## src/rtl/cmp_pkg.sv

```systemverilog
// Shared types for the sequential magnitude comparator:
// FSM state encodings and one-hot {gt,eq,lt} result codes.
package cmp_pkg;

    typedef enum logic [1:0] {
        IDLE = 2'd0,
        RUN  = 2'd1,
        DONE = 2'd2
    } state_e;

    typedef logic [2:0] res_t;

    localparam res_t GT   = 3'b100;
    localparam res_t EQ   = 3'b010;
    localparam res_t LT   = 3'b001;
    localparam res_t NONE = 3'b000;

    // Slice index width; a single-slice operand still needs one bit.
    function automatic int idx_width(input int n);
        return (n > 1) ? $clog2(n) : 1;
    endfunction

endpackage

```

## src/rtl/cmp_slice.sv

```systemverilog
// Combinational unsigned compare of one D-bit operand slice.
module cmp_slice
    import cmp_pkg::*;
#(
    parameter int D = 2
) (
    input  logic [D-1:0] slice_a,
    input  logic [D-1:0] slice_b,
    output logic         slice_gt,
    output logic         slice_eq
);

    assign slice_gt = (slice_a > slice_b);
    assign slice_eq = (slice_a == slice_b);

endmodule

```

## src/rtl/seq_mag_comparator.sv

```systemverilog
// Serial MSB-first magnitude comparator, D bits per cycle with early exit.
// Define SEQ_CMP_SIGNED_EN for two's-complement operands.
module seq_mag_comparator
    import cmp_pkg::*;
#(
    parameter int W = 8,
    parameter int D = 2
) (
    input  logic         clk,
    input  logic         reset,
    input  logic         start,
    input  logic [W-1:0] a,
    input  logic [W-1:0] b,
    output logic         ready,
    output logic         done,
    output logic         gt,
    output logic         eq,
    output logic         lt
);

    localparam int NS = W / D;
    localparam int IW = idx_width(NS);
    localparam logic [IW-1:0] MSB_IDX = IW'(NS - 1);

    state_e        state_q, state_d;
    logic [W-1:0]  a_q, a_d;
    logic [W-1:0]  b_q, b_d;
    logic [IW-1:0] idx_q, idx_d;
    res_t          res_q, res_d;

    logic [D-1:0]  sa, sb;
    logic          slice_gt, slice_eq;

    always_comb begin
        sa = a_q[int'(idx_q)*D +: D];
        sb = b_q[int'(idx_q)*D +: D];
`ifdef SEQ_CMP_SIGNED_EN
        // Inverting both sign bits maps two's complement onto unsigned order.
        if (idx_q == MSB_IDX) begin
            sa[D-1] = ~sa[D-1];
            sb[D-1] = ~sb[D-1];
        end
`endif
    end

    cmp_slice #(.D(D)) u_slice (
        .slice_a  (sa),
        .slice_b  (sb),
        .slice_gt (slice_gt),
        .slice_eq (slice_eq)
    );

    always_comb begin
        state_d = state_q;
        a_d     = a_q;
        b_d     = b_q;
        idx_d   = idx_q;
        res_d   = res_q;
        unique case (state_q)
            IDLE: begin
                if (start) begin
                    a_d     = a;
                    b_d     = b;
                    idx_d   = MSB_IDX;
                    state_d = RUN;
                end
            end
            RUN: begin
                if (!slice_eq) begin
                    res_d   = slice_gt ? GT : LT;
                    state_d = DONE;
                end else if (idx_q == '0) begin
                    res_d   = EQ;
                    state_d = DONE;
                end else begin
                    idx_d = idx_q - 1'b1;
                end
            end
            DONE: begin
                state_d = IDLE;
            end
            default: begin
                state_d = IDLE;
            end
        endcase
    end

    always_ff @(posedge clk) begin
        if (reset) begin
            state_q <= IDLE;
            a_q     <= '0;
            b_q     <= '0;
            idx_q   <= '0;
            res_q   <= NONE;
        end else begin
            state_q <= state_d;
            a_q     <= a_d;
            b_q     <= b_d;
            idx_q   <= idx_d;
            res_q   <= res_d;
        end
    end

    assign ready        = (state_q == IDLE);
    assign done         = (state_q == DONE);
    assign {gt, eq, lt} = res_q;

endmodule

```

## config.mk

```make
export PLATFORM = sky130hd
export DESIGN_NAME = seq_mag_comparator
export DESIGN_NICKNAME = d
export VERILOG_FILES = /design/src/rtl/cmp_pkg.sv /design/src/rtl/cmp_slice.sv /design/src/rtl/seq_mag_comparator.sv
export SDC_FILE = /design/constraint.sdc
export NUM_CORES = 1
export LEC_CHECK = 0
export BUFFER_PORTS_ARGS = -buffer_cell sky130_fd_sc_hd__buf_2
export CAP_MARGIN = 5
export CORE_MARGIN = 1
export CORE_UTILIZATION = 50
export DETAILED_ROUTE_END_ITERATION = 10
export PLACE_DENSITY = 0.86
export RECOVER_POWER = 25
export SYNTH_ARGS = -nofsm -noshare
export SYNTH_HDL_FRONTEND = slang
export SYNTH_SLANG_ARGS = --single-unit
```

## constraint.sdc

```tcl
create_clock -name clk -period 2.7 [get_ports clk]
set_input_delay 0.27 -clock clk [delete_from_list [all_inputs] [get_ports clk]]
set_output_delay 0.27 -clock clk [all_outputs]
set_load 0.005 [all_outputs]
```

==> results of run 1 <==
cell type report:
cell class	count	area, um^2
repair buffers	23	110
multi-input cells	78	498
flip-flops and latches	23	460
inverters	5	18.8
well taps	27	33.8
fillers	195	815
clock buffers	4	26.3
sequential cells by signal, summed over array words and instances (netlist names):
signal / cells
a_q: 8
idx_q: 2
b_q: 8
res_q: 3
state_q: 2
kinds of logic (layout without fill, tap and decap cells):
family,Yosys count,count (layout),synth area share (%)
muxes,5,5,9.50
and+or+nand+nor,45,45,20.8
AOI/OAI and AO/OA,25,25,14.0
buffers and inverters,14,32,8.43
DFF,23,23,43.7
adders and majority gates,3,3,3.56
how the worst max path moves through the flow:
stage	start	to	slack (ps)	cells after the start
2_1_floorplan	idx_q[0]	idx_q[0]	690	7
3_3_place_gp	idx_q[0]	idx_q[0]	650	5
3_5_place_dp	idx_q[0]	idx_q[0]	550	5
4_1_cts	idx_q[0]	idx_q[0]	530	5
5_1_grt	idx_q[0]	idx_q[1]	360	5
6_report	idx_q[0]	idx_q[1]	510	5
cells in the final DEF (no fill, tap or decap), types with 2 or more instances in the layout:
cell type  count
a211oi_1       2
buf_2         19
ha_1           3
a21oi_1       17
clkbuf_1       5
nand2b_1       2
inv_1          5
dfxtp_1       23
mux4_2         4
nand2_1       33
a311oi_1       2
and2b_2        2
nor3_1         2
clkbuf_4       3
metal layers:
| layer | routed length, um | GRT usage [%] |
|---|---|---|
| met2 | 909 | 33.5 |
| met3 | 58 | 4.53 |
| met5 | 0 | 0 |
| met1 | 863 | 24.5 |
| met4 | 21 | 8.33 |
worst min-delay path, cell delays in order:
cell     delay, ps
buf_2           90
nand2_1         40
a21oi_1         50
stage by stage:
step                worst slack (ps)  util, %  std cells  cell area [um^2]
floorplan                        687        -        115              1050
global placement                 647     57.7        156              1130
detailed placement               553     57.7        156              1130
CTS                              527     59.1        160              1160
global route                     356     58.5        160              1150
finish                           514     58.5        160              1150
power groups by stage:
stage	sequential (mW)	clock [mW]	combinational (mW)
after floorplan	0.393	0	0.155
after global placement	0.409	0	0.160
after detailed placement	0.411	0	0.169
after CTS	0.403	0.160	0.169
after global routing	0.407	0.173	0.188
final	0.402	0.157	0.164
==> results by stage, run 1 <==
STA:
- For the final database, setup skew stands at 4.83 ps.
- For the pin with the worst max-slew slack, the measured transition is 1010 ps.
- Static timing analysis puts the maximum clock frequency at 0.457 GHz.
- Setup repair after global routing left no endpoint under its margin.
- The setup-violating endpoint count in the final report is 0.
- The worst slew slack as a fraction of its limit is 32.4%.
- The final hold violation count is 0.
- The total negative setup slack is 0 ps.
- The max-slew violation count is 0.
- The routed design could run at a clock period as short as 2190 ps.
- The worst hold slack after final layout is 181 ps.
- The share of the cycle needed by the critical path after routing is 81.0%.

Synthesis:
- Synthesis produced a netlist with a net count of 137.
- In this run the cell area of the synthesized design comes to 1050 um^2.
- The average instance in the mapped netlist occupies 9.16 um^2.
- The Yosys step of the flow raised 0 warnings.
- The prevailing post-synth register cell is dfxtp_1.
- The synthesized netlist cell count is 115.
- The most common cell in the netlist is nand2_1.
- By area the synthesized netlist is led by dfxtp_1, nand2_1, mux4_2, a21oi_1, ha_1.
- The number of enable flip-flop cells after synthesis is 0.
- The share of async-settable or async-resettable flops after synthesis is 0%.
- Sorting the synthesized cells by how often they occur yields nand2_1, dfxtp_1, a21oi_1.
- The synthesized design contains 23 register bits.
- The netlist uses 26 different library cells.
- Summed over its instances, the top area cell type makes up 43.7% of the synthesized netlist area.
- Summing the sequential cell areas from Yosys gives 43.7% of the chip area.
- Summed over all instances, the cell type with the most area after synthesis is dfxtp_1.

Worst setup path:
- In this run the critical register-to-register path is captured at idx_q[1].
- In this design, the stage delay of the slowest critical-path cell is 550 ps.
- The beginning of the worst register-to-register path is idx_q[0].
- The worst path buffer plus inverter count is 0.
- The signal on the critical path passes through mux4_2 > ha_1 > and3b_1 > a211oi_1 > a311oi_1.
- The number of cells on the worst reg-to-reg path is 5.
- The critical path in this run is classified as flip-flop to flip-flop.
- The cell at the slowest stage of the critical path is mux4_2.
- The worst setup path is launched from a flip-flop.
- The required arrival time at the worst endpoint is 2930 ps.
- The gate family responsible for the most delay along the worst path is multiplexers.
- For the worst setup path, the data arrival time is 2410 ps.
- The setup check on the worst reg-to-reg path leaves a slack of 510 ps.
- The worst-path maximum fanout is 7.
- The worst setup path is captured at a flip-flop.

Routing:
- The average wire per cell in the routed design is 11.6 um.
- After detailed routing, the total wire length is 1850 um.
- Using the TritonRoute via totals, the vias-per-cell ratio works out to 5.16.
- The total iterations of the first detailed-routing run is 2.
- The detailed-route DRC error count is 0.
- The initial DRC count is 4.
- In this run the remaining antenna-violating nets after routing total 0.
- The number of vias in the routed layout is 825.

Finish:
- Compared with the post-synthesis result, the final layout area differs by 8.91%.
- Cells with a size suffix above 1 make up 21.8% of the layout.
- The number of antenna diodes in the final layout is 0.
- The number of nets in the layout is 156.

Pwr:
- Dividing total power by cell area gives a power density of 630 nW/um^2.
- The switching share of total power is 29.7%.
- The peak supply drop is 311 uV.
- After layout, the design draws a total of 0.723 mW.
- The part of the total power dissipated in the clock network is 21.7%.
- The analysis attributes to net switching a power of 0.215 mW.
- The reported leakage power is 0.457 nW.
- The internal portion of the total power is 0.508 mW.
- Per report_power, the combinational group accounts for 22.7% of the total.
- Registers are responsible for 55.6% of the overall power.

Global routing:
- The overall fraction of global-route tracks in use is 20.0%.
- The first-pass GRT wire length is 3130 um.
- The residual overflow from global routing is 0.
- The via count of the first global-routing pass is 755.
- The number of antenna violations at the first check in global routing is 0.
- The maximum number of pins on one net before global-route repair is 24.

Placement:
- Once detailed placement completed, the half-perimeter wirelength came to 1360 um.
- The count of input and output buffers is 23.
- The last weighted congestion value of the routability-driven placer is 0.769.

Min path:
- The path class of the tightest hold or removal check is primary input to flip-flop.
- The path with the worst hold slack has its endpoint at a_q[5].
- The beginning of the worst hold path is a[5].
- Counting instances, the worst hold path has a depth of 3.

Clock tree:
- TritonCTS built the clock tree.
- The deepest clock path buffer count is 2.
- The cell sitting at the root of the clock tree is a clkbuf_4.
- The latest clock arrival within the worst-skew pair is 310 ps.
- After clock tree synthesis, the setup repair step added 0 buffers.
- The number of CTS-inserted buffers is 3.
- Counting every sink on the clock net gives 23.
- The number of hold buffers added after CTS was 0.
- The number of levels in the clock H-tree is 1.
- The clock transition at the registers of the reported paths is 120 ps.
- The number of gates given a new drive strength after cts is 0.

Die:
- The I/O pin count is 24.
- The width of the die is 47.9 um.
- The total area inside the core boundary comes to 1960 um^2.
- The area of the die is 2290 um^2.
- The initial cell density of the core is 53.7%.
- The number of placement rows is 16.
- The die height is 47.9 um.

Job:
- The max-cap check violation count is 0.

Outcome:
- The run finished with clean final reports.
No activity file was read; power rests on OpenSTA's default activity.
==> inputs of run 2 (changes only) <==
--- a/config.mk
+++ b/config.mk
@@ -5,12 +5,13 @@
 export SDC_FILE = /design/constraint.sdc
 export NUM_CORES = 1
 export LEC_CHECK = 0
+export ABC_AREA = 1
 export BUFFER_PORTS_ARGS = -buffer_cell sky130_fd_sc_hd__buf_2
 export CAP_MARGIN = 5
 export CORE_MARGIN = 1
-export CORE_UTILIZATION = 50
+export CORE_UTILIZATION = 47
 export DETAILED_ROUTE_END_ITERATION = 10
-export PLACE_DENSITY = 0.86
+export PLACE_DENSITY = 0.84
 export RECOVER_POWER = 25
 export SYNTH_ARGS = -nofsm -noshare
 export SYNTH_HDL_FRONTEND = slang
==> constraint.sdc (replaced) <==
create_clock -name clk -period 1.77 [get_ports clk]
set_input_delay 0.177 -clock clk [delete_from_list [all_inputs] [get_ports clk]]
set_output_delay 0.177 -clock clk [all_outputs]
set_load 0.005 [all_outputs]
==> results by stage, run 2 <==
Min path:
- The number of cells on the worst hold path is 2 (-1).
- The path class of the tightest hold or removal check is primary input to flip-flop.
- The beginning of the worst hold path is reset.
- The endpoint of the worst hold path is res_q[0].

Clock tree:
- The deepest clock path buffer count was 2 (unchanged).
- The number of CTS-inserted buffers is 3 (unchanged).
- The count of clock tree sinks is 23 (unchanged).
- The clock transition at the registers of the reported paths is 120 ps (about the same).
- The latest clock arrival within the worst-skew pair is 320 ps (about the same).
- The clock tree from TritonCTS is yes.
- The CTS root buffer is clkbuf_4.
- The number of levels in the clock H-tree came to 1 (unchanged).

Die:
- The die height was 50.1 um (+4.6%).
- The core footprint came to 2190 um^2 (+12%).
- The I/O pin count was 24 (unchanged).
- The width of the die is 50.1 um (+4.6%).
- The number of placement rows is 17 (+1).
- The area of the die was 2510 um^2 (+9.5%).
- The initial cell density of the core is 49.7% (-4.0 points).

Synthesis:
- The cell area after synthesis came to 1090 um^2 (+3.3%).
- The total number of yosys warnings is 0 (unchanged).
- In the post-synthesis netlist, the biggest area contributors are dfxtp_1, nor2_2, nor2_1, o21ai_0, nand2_1.
- The share of async-settable or async-resettable flops after synthesis is 0% (unchanged).
- The sequential area share after synthesis is 42.3% (-1.4 points).
- The cell taking the most area after synthesis is dfxtp_1.
- The synthesized netlist cell count is 142 (+23%).
- The most common cell in the synthesized netlist is nor2_1.
- The prevailing post-synth register cell is dfxtp_1.
- The number of different library cells in the post-synthesis netlist is 21 (-19%).
- The fraction of synthesized cell area taken by the top area cell type was 42.3% (-1.4 points).
- The synthesized area divided by synthesized cell count is 7.67 um^2 (-16%).
- The number of enable flip-flop cells after synthesis is 0 (unchanged).
- The number of nets produced by synthesis is 164 (+20%).
- The commonest cells after synthesis are nor2_1, dfxtp_1, nor2_2.
- The total of flip-flops plus latches after synthesis is 23 (unchanged).

Global routing:
- The via count of the first global-routing pass was 991 (+31%).
- The overall fraction of global-route tracks in use is 20.0% (+0.044 points).
- The number of antenna violations at the first check in global routing is 0 (unchanged).
- The first-pass GRT wire length was 3820 um (+22%).
- The residual overflow from global routing was 0 (unchanged).
- The maximum number of pins on one net before global-route repair is 21 (-13%).

STA:
- The upper clock frequency limit came to 0.585 GHz (+28%).
- The final critical-path required period was 1710 ps (-476 ps).
- The worst slew slack as a fraction of its limit is 57.9% (+26 points).
- The max-slew violation count is 0 (unchanged).
- The total negative setup slack was 0 ps (unchanged).
- The final hold violation count is 0 (unchanged).
- The clock tree skew after final layout came to 7.82 ps (+2.98 ps).
- The setup-violating endpoint count in the final report is 0 (unchanged).
- The slew of the pin with the lowest slew margin is 631 ps (-379 ps).
- The share of the cycle needed by the critical path after routing is 96.6% (+16 points).

Worst setup path:
- The worst setup path is launched from a flip-flop.
- The signal arrival time at the worst endpoint is 1930 ps (-480 ps).
- The reg-to-reg endpoint is idx_q[1].
- The worst-path maximum fanout was 5 (-2).
- The beginning of the worst register-to-register path is idx_q[0].
- The worst reg-to-reg setup slack is 60 ps (-450 ps).
- The length in cells of the worst reg-to-reg path is 10 (+5).
- The worst setup path is captured at a flip-flop.
- The required arrival time at the worst endpoint is 1990 ps (-940 ps).
- The critical setup path kind is flip-flop to flip-flop.

Routing:
- The ratio of routed vias to standard cells was 5.04 (-2.2%).
- The number of nets with antenna violations after routing came to 0 (unchanged).
- The total iterations of the first detailed-routing run is 4 (+2).
- The initial DRC count is 10 (+6).
- The wire length reported by the detailed router came to 2300 um (+24%).
- The average wire per cell in the routed design is 11.8 um (+2.0%).
- The detailed-route DRC error count came to 0 (unchanged).
- The number of vias in the routed layout is 983 (+19%).

Finish:
- The number of nets in the layout was 190 (+22%).
- The commonest non-fill, non-tap cell in the layout is nor2_1.
- The largest registers in the layout are a_q: 8 flops, b_q: 8 flops, res_q: 3 flops.
- Relative to the synthesized area, the layout overhead comes to 16.2%.
- Leaving out fill and tap cells, the most frequent cells in the layout are nor2_1, nor2_2, buf_2.
- The total inserted antenna cells is 0 (unchanged).
- The fraction of layout instances using a drive strength above 1 is 36.5% (+15 points).
- The count of filler cells inserted in the layout is 201 (+3.1%).
- The number of cells in the finished layout apart from fillers came to 195 (+22%).

Pwr:
- The total power density per cell area is 1020 nW/um^2 (+62%).
- The switching share of total power is 34.6% (+4.9 points).
- The power share of the sequential group came to 48.5% (-7.1 points).
- The switching power of the nets is 0.446 mW (+110%).
- The portion of total power attributed to combinational logic was 32.1% (+9.4 points).
- The peak supply drop was 491 uV (+58%).
- The post-route total power came to 1.29 mW (+78%).
- The reported leakage power is 0.555 nW (+22%).
- The design internal power is 0.842 mW (+66%).
- The part of the total power dissipated in the clock network is 19.4% (-2.3 points).

Placement:
- The count of input and output buffers was 23 (unchanged).
- The placed instance count was 189 (+21%).
- The last weighted congestion value of the routability-driven placer is 0.798 (+3.8%).
- The HPWL after detailed placement is 1580 um (+16%).

Job:
- The max-cap check violation count is 0 (unchanged).

Outcome:
- The flow ran to the end, and the final reports show no timing, DRC or antenna violations.
[run 2: cell count changes in the layout (fill, tap and decap cells not counted), sizes merged, moves of 3 or more]
cell	before	now
nor2	1	51
o21ai	1	25
nand2	33	14
a21oi	17	4
buf	19	25
inv	5	10
mux4	4	0
clkbuf	8	5
[run 2: worst max-delay path by stage]
stage	start	to	slack, ps	cells past startpoint
finish	idx_q[0]	idx_q[1]	60	10
global route	idx_q[0]	idx_q[1]	-20	10
global placement	idx_q[0]	idx_q[1]	110	10
detailed placement	idx_q[0]	idx_q[1]	-20	10
floorplan	idx_q[0]	idx_q[1]	190	10
CTS	idx_q[0]	idx_q[1]	30	10
[run 2: logic make-up (layout without fill, tap and decap cells)]
group / Yosys count / count (layout) / share of synthesized area [%]
compound gates: 33 / 33 / 16.1
fa+ha+maj: 3 / 3 / 3.45
buf+inv: 16 / 41 / 8.28
flops: 23 / 23 / 42.3
simple gates: 67 / 67 / 29.9
[run 2: routing by layer]
| metal | track usage [%] | vias to the layer above | part of all wire [%] |
|---|---|---|---|
| met5 | 0 | - | 0 |
| met4 | 15.7 | 0 | 2.0 |
| met3 | 3.09 | 5 | 3.7 |
| met2 | 34.9 | 22 | 49 |
| met1 | 21.0 | 448 | 45 |
| li1 | - | 508 | - |
[run 2: repair_timing]
item	CTS	global route
resized for setup	2	15
hold buffers	0	0
gates cloned	0	1
pin swaps	0	1
setup endpoints to repair	3	7
setup buffers	0	1
[run 2: layout make-up]
| cell class | instances | area, um^2 | area share [%] |
|---|---|---|---|
| Inverter | 11 | 42.5 | 3.36 |
| Multi-Input combinational cell | 103 | 561 | 44.3 |
| Tap cell | 28 | 35.0 | 2.77 |
| Sequential cell | 23 | 463 | 36.6 |
| Clock buffer | 4 | 26.3 | 2.08 |
| Timing Repair Buffer | 26 | 138 | 10.9 |
[run 2: worst max-delay path, stage by stage (launching register included)]
cell and delay (ps):
dfxtp_2 380, buf_2 170, nor2_1 60, o22ai_1 270, ha_4 260, nand2_2 100
nor2_4 50, nand2_1 100, nand2_2 80, nor2_2 100, nor2_2 40
[run 2: power groups by stage]
stage	clock network, mW	registers (mW)	logic (mW)
3_3_place_gp	0	0.630	0.335
5_1_grt	0.271	0.632	0.465
3_5_place_dp	0	0.631	0.351
4_1_cts	0.251	0.621	0.357
2_1_floorplan	0	0.622	0.280
6_report	0.249	0.625	0.413
[run 2: through the flow]
step                      hold slack, ps  setup slack (ps)  instance area, um^2  utilization [%]
final                               51.7              60.0                 1260             57.7
after global placement               388               108                 1200             54.9
after CTS                           43.9              28.8                 1230             56.3
after floorplan                      246               185                 1090                -
after global routing                40.0             -21.2                 1260             57.7
after detailed placement             388             -17.8                 1200             54.9
==> inputs of run 3 (changes only) <==
--- a/config.mk
+++ b/config.mk
@@ -8,10 +8,11 @@
 export ABC_AREA = 1
 export BUFFER_PORTS_ARGS = -buffer_cell sky130_fd_sc_hd__buf_2
 export CAP_MARGIN = 5
+export CORE_ASPECT_RATIO = 0.5
 export CORE_MARGIN = 1
-export CORE_UTILIZATION = 47
+export CORE_UTILIZATION = 28
 export DETAILED_ROUTE_END_ITERATION = 10
-export PLACE_DENSITY = 0.84
+export PLACE_DENSITY = 0.57
 export RECOVER_POWER = 25
 export SYNTH_ARGS = -nofsm -noshare
 export SYNTH_HDL_FRONTEND = slang
==> results by stage, run 3 (synthesis results as in run 2) <==
STA:
- The share of the cycle needed by the critical path after routing was 93.4% (-3.2 points).
- The slew of the pin with the lowest slew margin was 518 ps (-113 ps).
- The total negative setup slack was 0 ps (unchanged).
- The worst hold slack after final layout is 113 ps (+61.0 ps).
- The max-slew violation count is 0 (unchanged).
- The final hold violation count is 0 (unchanged).
- The clock tree skew after final layout is 1.45 ps (-6.37 ps).
- The upper clock frequency limit came to 0.605 GHz (+3.4%).
- The final critical-path required period came to 1650 ps (-56.6 ps).
- The setup-violating endpoint count in the final report is 0 (unchanged).
- The worst slew slack as a fraction of its limit was 65.4% (+7.6 points).

Clock tree:
- The latest clock arrival within the worst-skew pair is 260 ps (-60 ps).
- The CTS root buffer is clkbuf_8.
- The deepest clock path buffer count is 2 (unchanged).
- The number of CTS-inserted buffers is 3 (unchanged).
- The clock transition at the registers of the reported paths is 80 ps (-40 ps).
- The count of clock tree sinks is 23 (unchanged).
- The number of buffers inserted by hold repair at cts was 0 (unchanged).
- The clock tree from TritonCTS is yes.
- The number of levels in the clock H-tree is 1 (unchanged).

Placement:
- The placed instance count is 212 (+12%).
- The count of input and output buffers is 23 (unchanged).
- The HPWL after detailed placement is 1600 um (+1.3%).
- The cell area after placement came to 1230 um^2 (+2.4%).
- The last weighted congestion value of the routability-driven placer is 0.811 (+1.7%).

Pwr:
- The total power density per cell area is 1030 nW/um^2 (+0.82%).
- The peak supply drop was 393 uV (-20%).
- The reported leakage power was 0.543 nW (-2.2%).

Finish:
- The number of nets in the layout came to 189 (-0.53%).
- The total inserted antenna cells came to 0 (unchanged).
- The synthesis-to-layout area growth is 18.6%.
- The top cell types in the final layout, fill and taps aside, are nor2_1, nor2_2, dfxtp_1, buf_2, o21ai_1.
- The area of all placed cells without fillers was 1290 um^2 (+2.1%).
- The fraction of layout instances using a drive strength above 1 is 33.7% (-2.8 points).
- The library cell used most frequently in the layout, excluding fill and tap cells, is nor2_1.
- The count of filler cells inserted in the layout is 402 (+100%).
- The number of cells in the finished layout apart from fillers is 217 (+11%).
- The largest registers in the layout are a_q: 8 flops, b_q: 8 flops, res_q: 3 flops.

Worst setup path:
- The gate family responsible for the most delay along the worst path is simple AND/OR/NAND/NOR gates.
- The worst path buffer plus inverter count is 1 (unchanged).
- In this run the worst setup path begins at idx_q[0].
- The kind of end point of the critical path is a flip-flop.
- The worst-path maximum fanout is 5 (unchanged).
- The category of the worst setup path launch point is a flip-flop.
- The signal on the critical path passes through buf_2 > nor2_1 > o22a_1 > ha_1 > nand2_2 > nor2_4 > nand2_1 > nand2_1 > nor2_1 > nor2_2.
- The signal arrival time at the worst endpoint is 1860 ps (-70 ps).
- The largest individual stage delay along the critical path comes from the cell dfxtp_4.
- In this run the critical register-to-register path is launched from idx_q[0].
- The required arrival time at the worst endpoint came to 1970 ps (-20 ps).
- The critical path is of the flip-flop to flip-flop type.
- The largest stage delay on the critical path is 370 ps (about the same).

Routing:
- The number of nets with antenna violations after routing was 0 (unchanged).
- The wire length reported by the detailed router was 2220 um (-3.7%).
- The average wire per cell in the routed design is 10.2 um (-13%).
- The ratio of routed vias to standard cells was 4.42 (-12%).
- The detailed-route DRC error count is 0 (unchanged).
- The number of vias in the routed layout is 959 (-2.4%).
- The total iterations of the first detailed-routing run is 4 (unchanged).
- The initial DRC count is 45 (+35).

Global routing:
- The via count of the first global-routing pass is 882 (-11%).
- The number of antenna violations at the first check in global routing is 0 (unchanged).
- The residual overflow from global routing came to 0 (unchanged).
- The maximum number of pins on one net before global-route repair is 21 (unchanged).
- The first-pass GRT wire length is 3930 um (+3.1%).
- The overall fraction of global-route tracks in use is 12.0% (-8.0 points).

Min path:
- The tightest min-delay check is of the primary input to flip-flop type.
- The startpoint identified for the worst hold timing path is reset.

Die:
- The I/O pin count was 24 (unchanged).
- The initial cell density of the core came to 30.5% (-19 points).
- The number of placement rows is 15 (-2).
- The width of the die is 90.2 um (+80%).
- The die height is 46.1 um (-8.0%).
- The area of the die is 4160 um^2 (+65%).
- The core footprint came to 3570 um^2 (+63%).

Outcome:
- The flow ran to the end, and the final reports show no timing, DRC or antenna violations.

Job:
- The max-cap check violation count is 0 (unchanged).
## run 3: cell types whose count changed in the layout (fill, tap and decap cells not counted), sizes merged
| cell | delta |
|---|---|
| inv | -1 |
| clkinvlp | +1 |
| buf | -3 |
| clkbuf | +2 |
## run 3: layout make-up
type / instances / area (um^2) / area share, %
multi-input cells: 103 / 543 / 42.1
clock buffers: 4 / 45.0 / 3.49
repair buffers: 25 / 128 / 9.88
flip-flops and latches: 23 / 465 / 36.0
well taps: 51 / 63.8 / 4.94
inverters: 11 / 46.3 / 3.59
## run 3: power breakdown
part           internal, mW  switching (mW)  leakage, nW
registers             0.579          0.0426        0.191
clock network         0.161           0.162       0.0228
logic                 0.155           0.226        0.329
## run 3: worst paths after layout
kind	endpoint	slack, ps	cells past startpoint
worst min-delay path	res_q[0]	110	2
worst min register to register	res_q[1]	440	2
worst max register to register	idx_q[1]	120	10
worst max-delay path	idx_q[1]	120	10
## run 3: layer usage
layer	global-route usage, %	routed length [um]	up-vias
met5	0	0	-
met4	2.90	6	0
met3	4.29	111	2
met2	19.1	879	20
met1	15.9	1220	431
li1	-	-	506
## run 3: worst reg2reg max path: cells and delay by family (launching register included)
kind            cells  cell delay [ps]
simple gates        7              600
flops               1              370
compound gates      1              180
buf+inv             1              160
fa+ha+maj           1              310
## run 3: per-stage QoR
stage / utilization (%) / worst slack, ps / total power, mW
3_5_place_dp: 34.5 / 11.8 / 0.982
2_1_floorplan: - / 185 / 0.902
6_report: 36.2 / 117 / 1.33
4_1_cts: 35.8 / 1.61 / 1.30
3_3_place_gp: 34.5 / 67.1 / 0.979
5_1_grt: 36.2 / -0.0915 / 1.42
## run 3: what timing repair did
item / 4_1_cts / 5_1_grt
endpoints found under the hold margin: 0 / 0
setup endpoints to repair: 1 / 6
setup buffers: 0 / 0
pin swaps: 0 / 1
gates cloned: 0 / 1
resized for setup: 1 / 14
